<file path="src/rtl/div_unit.sv">
// rtl/div_unit.sv - iterative radix-2 restoring divider for DIV/DIVU/REM/REMU
module div_unit #(
    parameter int WIDTH = 32
) (
    input  logic             clk,
    input  logic             rst_n,
    input  logic             start,
    input  logic             div_sel_div,
    input  logic             div_sel_divu,
    input  logic             div_sel_rem,
    input  logic             div_sel_remu,
    input  logic [WIDTH-1:0] operand_a,
    input  logic [WIDTH-1:0] operand_b,
    input  logic             flush,
    output logic             busy,
    output logic             done,
    output logic [WIDTH-1:0] result
);

    localparam int CW = (WIDTH > 1) ? $clog2(WIDTH) : 1;

    typedef enum logic [1:0] {IDLE, CALC, FIN} state_t;

    state_t           state, state_next;
    logic             op_rem;
    logic             sign_q, sign_r;
    logic [WIDTH-1:0] quo, dvs, rem;
    logic [CW-1:0]    cnt;

    logic [3:0]       sel;
    logic             sel_one, accept, is_signed, is_rem;
    logic             b_zero, ovf, fast;
    logic [WIDTH-1:0] abs_a, abs_b, fast_res;
    logic [WIDTH:0]   shifted;
    logic [WIDTH+1:0] trial;
    logic             borrow;
    logic [WIDTH-1:0] q_out, r_out;
    logic             unused_bits;

    assign sel       = {div_sel_div, div_sel_divu, div_sel_rem, div_sel_remu};
    assign sel_one   = (sel != 4'b0) && ((sel & (sel - 4'd1)) == 4'b0);
    assign accept    = start && sel_one && !flush && (state == IDLE);
    assign is_signed = div_sel_div | div_sel_rem;
    assign is_rem    = div_sel_rem | div_sel_remu;

    assign abs_a = (is_signed && operand_a[WIDTH-1]) ? -operand_a : operand_a;
    assign abs_b = (is_signed && operand_b[WIDTH-1]) ? -operand_b : operand_b;

    // Divide-by-zero and most-negative / -1 bypass the iteration entirely
    assign b_zero   = (operand_b == '0);
    assign ovf      = is_signed && (operand_a == {1'b1, {(WIDTH-1){1'b0}}}) && (operand_b == '1);
    assign fast     = b_zero || ovf;
    assign fast_res = b_zero ? (is_rem ? operand_a : '1) : (is_rem ? '0 : operand_a);

    // Shift in the next dividend bit and trial-subtract; MSB of trial is the borrow
    assign shifted     = {rem, quo[WIDTH-1]};
    assign trial       = {1'b0, shifted} - {2'b0, dvs};
    assign borrow      = trial[WIDTH+1];
    // When the difference is kept it is below the divisor, so this bit is always 0
    assign unused_bits = trial[WIDTH];

    assign q_out = sign_q ? -quo : quo;
    assign r_out = sign_r ? -rem : rem;

    assign busy = (state == CALC) || (state == FIN);

    // State register
    always_ff @(posedge clk or negedge rst_n) begin
        if (!rst_n) begin
            state <= IDLE;
        end else begin
            state <= state_next;
        end
    end

    // Next-state: flush always wins back to IDLE
    always_comb begin
        state_next = state;
        case (state)
            IDLE: if (accept && !fast) state_next = CALC;
            CALC: begin
                if (flush)            state_next = IDLE;
                else if (cnt == '0)   state_next = FIN;
            end
            FIN:     state_next = IDLE;
            default: state_next = IDLE;
        endcase
    end

    // Operand capture, iteration datapath, result and done pulse
    always_ff @(posedge clk or negedge rst_n) begin
        if (!rst_n) begin
            op_rem <= 1'b0;
            sign_q <= 1'b0;
            sign_r <= 1'b0;
            quo    <= '0;
            dvs    <= '0;
            rem    <= '0;
            cnt    <= '0;
            result <= '0;
            done   <= 1'b0;
        end else begin
            done <= 1'b0;
            if (accept) begin
                op_rem <= is_rem;
                sign_q <= is_signed & (operand_a[WIDTH-1] ^ operand_b[WIDTH-1]);
                sign_r <= is_signed & operand_a[WIDTH-1];
                quo    <= abs_a;
                dvs    <= abs_b;
                rem    <= '0;
                cnt    <= CW'(WIDTH-1);
                if (fast) begin
                    result <= fast_res;
                    done   <= 1'b1;
                end
            end else if (state == CALC && !flush) begin
                rem <= borrow ? shifted[WIDTH-1:0] : trial[WIDTH-1:0];
                quo <= {quo[WIDTH-2:0], ~borrow};
                if (cnt != '0) cnt <= cnt - CW'(1);
            end else if (state == FIN && !flush) begin
                result <= op_rem ? r_out : q_out;
                done   <= 1'b1;
            end
        end
    end

endmodule

</file>
<file path="config.mk">
export PLATFORM = sky130hd
export DESIGN_NAME = div_unit
export DESIGN_NICKNAME = d
export VERILOG_FILES = /design/src/rtl/div_unit.sv
export SDC_FILE = /design/constraint.sdc
export NUM_CORES = 1
export LEC_CHECK = 0
export ABC_CLOCK_PERIOD_IN_PS = 4400
export CAP_MARGIN = 15
export CORE_MARGIN = 2
export CORE_UTILIZATION = 55
export DETAILED_ROUTE_END_ITERATION = 8
export PLACE_DENSITY = 0.81
export SYNTH_ARGS = -nofsm -noshare
export SYNTH_HDL_FRONTEND = slang
export SYNTH_SLANG_ARGS = --single-unit
</file>
<file path="constraint.sdc">
create_clock -name clk -period 4.4 [get_ports clk]
set_clock_uncertainty 0.05 [all_clocks]
set_input_delay 0.88 -clock clk [delete_from_list [all_inputs] [get_ports clk]]
set_output_delay 0.88 -clock clk [all_outputs]
set_load 0.005 [all_outputs]
</file>
==> metrics.md <==
| Metric | Value |
|---|---|
| Total number of vias | `10700` |
| Routability Congestion | `0.910` |
| Number of max-cap violations | `0` |
| PwrDens | `a little over 800 nW/um2` |
| Drt wl/cell | `18.1 um` |
| Setup crit start | `operand_a[5]` |
| # DRC | `0` |
| Type of origin of the critical path | `input port` |
| Post-DP HPWL | `22.4 mm` |
| Number of synthesized flops with an enable pin | `0` |
| Clock H-tree levels | `4` |
| Post-CTS setup buffers | `0` |
| CP endpoint | `quo[29]` |
| Post-Synth Adder-Cell Area | `0.0500` |
| PortBufs | `105` |
| Worst Path Max Fanout | `4` |
| Dpl cells | `1695` |
| Vias in the first global route | `10100` |
| Top achievable clock speed | `270 MHz` |
| Relative slew margins | `0.310` |
| Post-synthesis mux area share | `0.0185` |
| Flops & latches, synth | `around 140` |
| Avg Inst Size Synth | `around 8 um2` |
| Setup CP Type | `in -> reg` |
| Fin nets | `1564` |
| R2r endpoint | `rem[6]` |
| Cell Area, Synth | `10900 um2` |
| Overall global routing resource usage | `0.309` |
| Synth Instances | `1386` |
| Clock-pin slew on the worst setup and hold paths | `60 ps` |
| Via-per-instance ratio | `6.21` |
| Largest net degree at the start of global routing | `136` |
| Antenna violations before repair | `0` |
| Fin crit share | `0.842` |
| CTS tree | `done` |
| First-pass GRT wire length | `51.3 mm` |
| Placement Setup Slack | `343 ps` |
| Final hold vios | `0` |
| Final wirelength | `around 31 mm` |
| DIE HEIGHT | `145 um` |
| Asr flop ratio synth | `1.00` |
| Tightest Pin Transition | `about 1000 ps` |
| Finished Layout Cells | `1727` |
| Area grow syn2layout | `17.5%` |
| Reg2reg path depth | `10` |
| Worst Path Arrival | `3970 ps` |
| Setup TNS | `0 ps` |
| Required @ worst endpoint | `between 4000 and 5000 ps` |
| Yosys top cell by area | `dfrtp_1` |
| Reg-to-reg critical path startpoint | `rem[7]` |
| CTS resizes | `0` |
| R2R setup slack | `between 1000 and 1500 ps` |
| Hold-fix buffers at CTS | `0` |
| Max-slew violation count | `0` |
| First-iteration detailed-routing DRC count | `around 1100` |
| Final ANT Viol Nets | `0` |
| FP Rows | `51` |
| Yosys top cell area share | `0.319` |
| Clock sink count | `about 140` |
| Total congestion overflow | `0` |
| Core outline area | `19500 um2` |
| Outcome | `finished clean` |
| Yosys warnings | `0` |
| Simple-Gate Fraction of Synth Area | `0.206` |
| Synth Net Count | `1501` |
| Maximum buffer depth of the clock tree | `2` |
| Final min period | `around 3700 ps` |
| Setup Viol. Count Final | `0` |
| Initial core utilization | `0.561` |
| CTS Root Cell | `clkbuf_16` |
| Die W | `145 um` |
| Ant diodes | `0` |
| DRT Pass-1 Iters | `6` |
| Share of cells above drive strength 1 | `0.0575` |
| Seq/Total Area, Yosys | `0.319` |
| IO Count | `106` |
| Compound-cell area share of the yosys netlist | `0.241` |
| Largest family of logic cells by synthesized area | `compound AO/OA/AOI/OAI gates` |
| Lkg Pwr | `5.16 nW` |
| Clk Latency, worst-skew pair | `about 440 ps` |
| Peak supply drop | `678 uV` |
| Synth cell types | `68` |
| CTS Buf Count | `17` |
| Main synth FF type | `dfrtp_1` |
| CP endpoint kind | `flip-flop` |
| Unrepaired setup endpoints after global routing | `false` |
| Worst hold path type | `in -> async` |
| Final WS setup | `693 ps` |
| Total die area | `21000 um2` |
| XOR/XNOR Fraction of Synth Area | `0.118` |
| Power Total | `~0.010 W` |
| Synth area leaders | `dfrtp_1, xnor2_1, nand2_1, o21ai_0, ha_1` |
cells by family after synthesis:
| logic type | Yosys count |
|---|---|
| AND/OR/NAND/NOR | 476 |
| AO/OA/AOI/OAI | 423 |
| XOR/XNOR | 147 |
| flip-flops | 139 |
| buffers and inverters | 138 |
| adder cells (fa/ha/maj) | 43 |
| multiplexers | 20 |
final cells by class:
type,count,area [um2]
Clock inverter,14,193
Clock buffer,18,439
Timing Repair Buffer,127,1250
Sequential cell,139,3480
Fill cell,1636,6630
Tap cell,265,332
Multi-Input combinational cell,1109,6930
Inverter,55,206
cell usage in the layout, fill, tap and decap left out, types with 8 or more instances in the layout:
| cell type | synthesis | layout |
|---|---|---|
| nand2_1 | 197 | 197 |
| dfrtp_1 | 139 | 139 |
| nor2_1 | 128 | 128 |
| o21ai_0 | 111 | 111 |
| clkdlybuf4s50_1 | 0 | 104 |
| a21oi_1 | 95 | 94 |
| xnor2_1 | 88 | 88 |
| xor2_1 | 59 | 59 |
| a31oi_1 | 55 | 55 |
| inv_1 | 54 | 54 |
| ha_1 | 42 | 42 |
| o211ai_1 | 39 | 39 |
| o31ai_1 | 34 | 34 |
| nand3_1 | 22 | 22 |
| a211oi_1 | 21 | 21 |
| nor3_1 | 19 | 19 |
| mux2i_1 | 19 | 19 |
| buf_4 | 0 | 19 |
| a21o_1 | 17 | 17 |
| clkbuf_16 | 0 | 17 |
| or3_1 | 15 | 15 |
| nor4_1 | 12 | 12 |
| nand4_1 | 12 | 12 |
| or4_1 | 11 | 11 |
| o41ai_1 | 10 | 10 |
| nand2b_1 | 9 | 9 |
| and3_1 | 9 | 9 |
| o21ai_1 | 8 | 8 |
layer usage:
metal / vias to the layer above / GRT usage / routed length (um)
met4: 0 / 0.112 / 733
met5: - / 0 / 0
met3: 59 / 0.0540 / 2160
li1: 5089 / - / -
met2: 457 / 0.491 / 14700
met1: 5113 / 0.424 / 13700
where the power goes:
| group | total [W] | internal (W) | leakage (nW) | switching, W |
|---|---|---|---|---|
| clock network | 0.00156 | 0.000965 | 0.303 | 0.000594 |
| registers | 0.00270 | 0.00190 | 1.67 | 0.000798 |
| logic | 0.00607 | 0.00271 | 3.19 | 0.00336 |
synthesized netlist by cell type (all sizes together), types with 3 or more instances:
| cell type | count |
|---|---|
| o22ai | 3 |
| inv | 55 |
| ha | 42 |
| o21ai | 119 |
| a31oi | 55 |
| o221ai | 4 |
| or2 | 4 |
| nand2b | 9 |
| a211oi | 21 |
| dfrtp | 139 |
| or3 | 16 |
| nor4 | 13 |
| nand2 | 198 |
| nand3 | 22 |
| clkbuf | 68 |
| or4 | 14 |
| a21oi | 95 |
| xnor2 | 88 |
| nor2b | 8 |
| a221oi | 4 |
| nor3b | 3 |
| o41ai | 11 |
| nand3b | 4 |
| nor3 | 20 |
| o211ai | 39 |
| mux2i | 19 |
| nor2 | 129 |
| o31ai | 34 |
| and3 | 9 |
| buf | 15 |
| nor4b | 4 |
| nand4 | 12 |
| xor2 | 59 |
| o21a | 4 |
| a21o | 17 |
| a211o | 3 |
sequential cells by signal, summed over array words and instances (netlist names), 2 cells and up:
register  count
rem          32
result       32
state         2
dvs          32
quo          32
cnt           5
worst max-delay path, cell delays in order:
cell and delay, ps:
clkdlybuf4s50_1 510, nor4_2 340, nor4b_2 340, nand3_1 180, or4_1 530, nor4b_2 400, nand2_1 180, o31ai_1 310
xor2_1 210, a21oi_1 80
how the worst min path moves through the flow:
| stage | start | to | slack (ps) | cells past startpoint |
|---|---|---|---|---|
| 2_1_floorplan | dvs[15] | dvs[15] | 400 | 2 |
| 3_3_place_gp | dvs[23] | dvs[23] | 420 | 2 |
| 3_5_place_dp | dvs[24] | dvs[24] | 420 | 2 |
| 4_1_cts | rst_n | quo[4] | 420 | 1 |
| 5_1_grt | rst_n | quo[5] | 440 | 1 |
| 6_report | rst_n | quo[4] | 400 | 1 |
through the flow:
stage | utilization | area [um2] | hold slack [ps]
floorplan | - | 10900 | 400
CTS | 0.659 | 12800 | 423
detailed placement | 0.627 | 12200 | 421
finish | 0.659 | 12800 | 400
global placement | 0.627 | 12200 | 416
global route | 0.659 | 12800 | 440
Power figures use the tool's default switching activity.
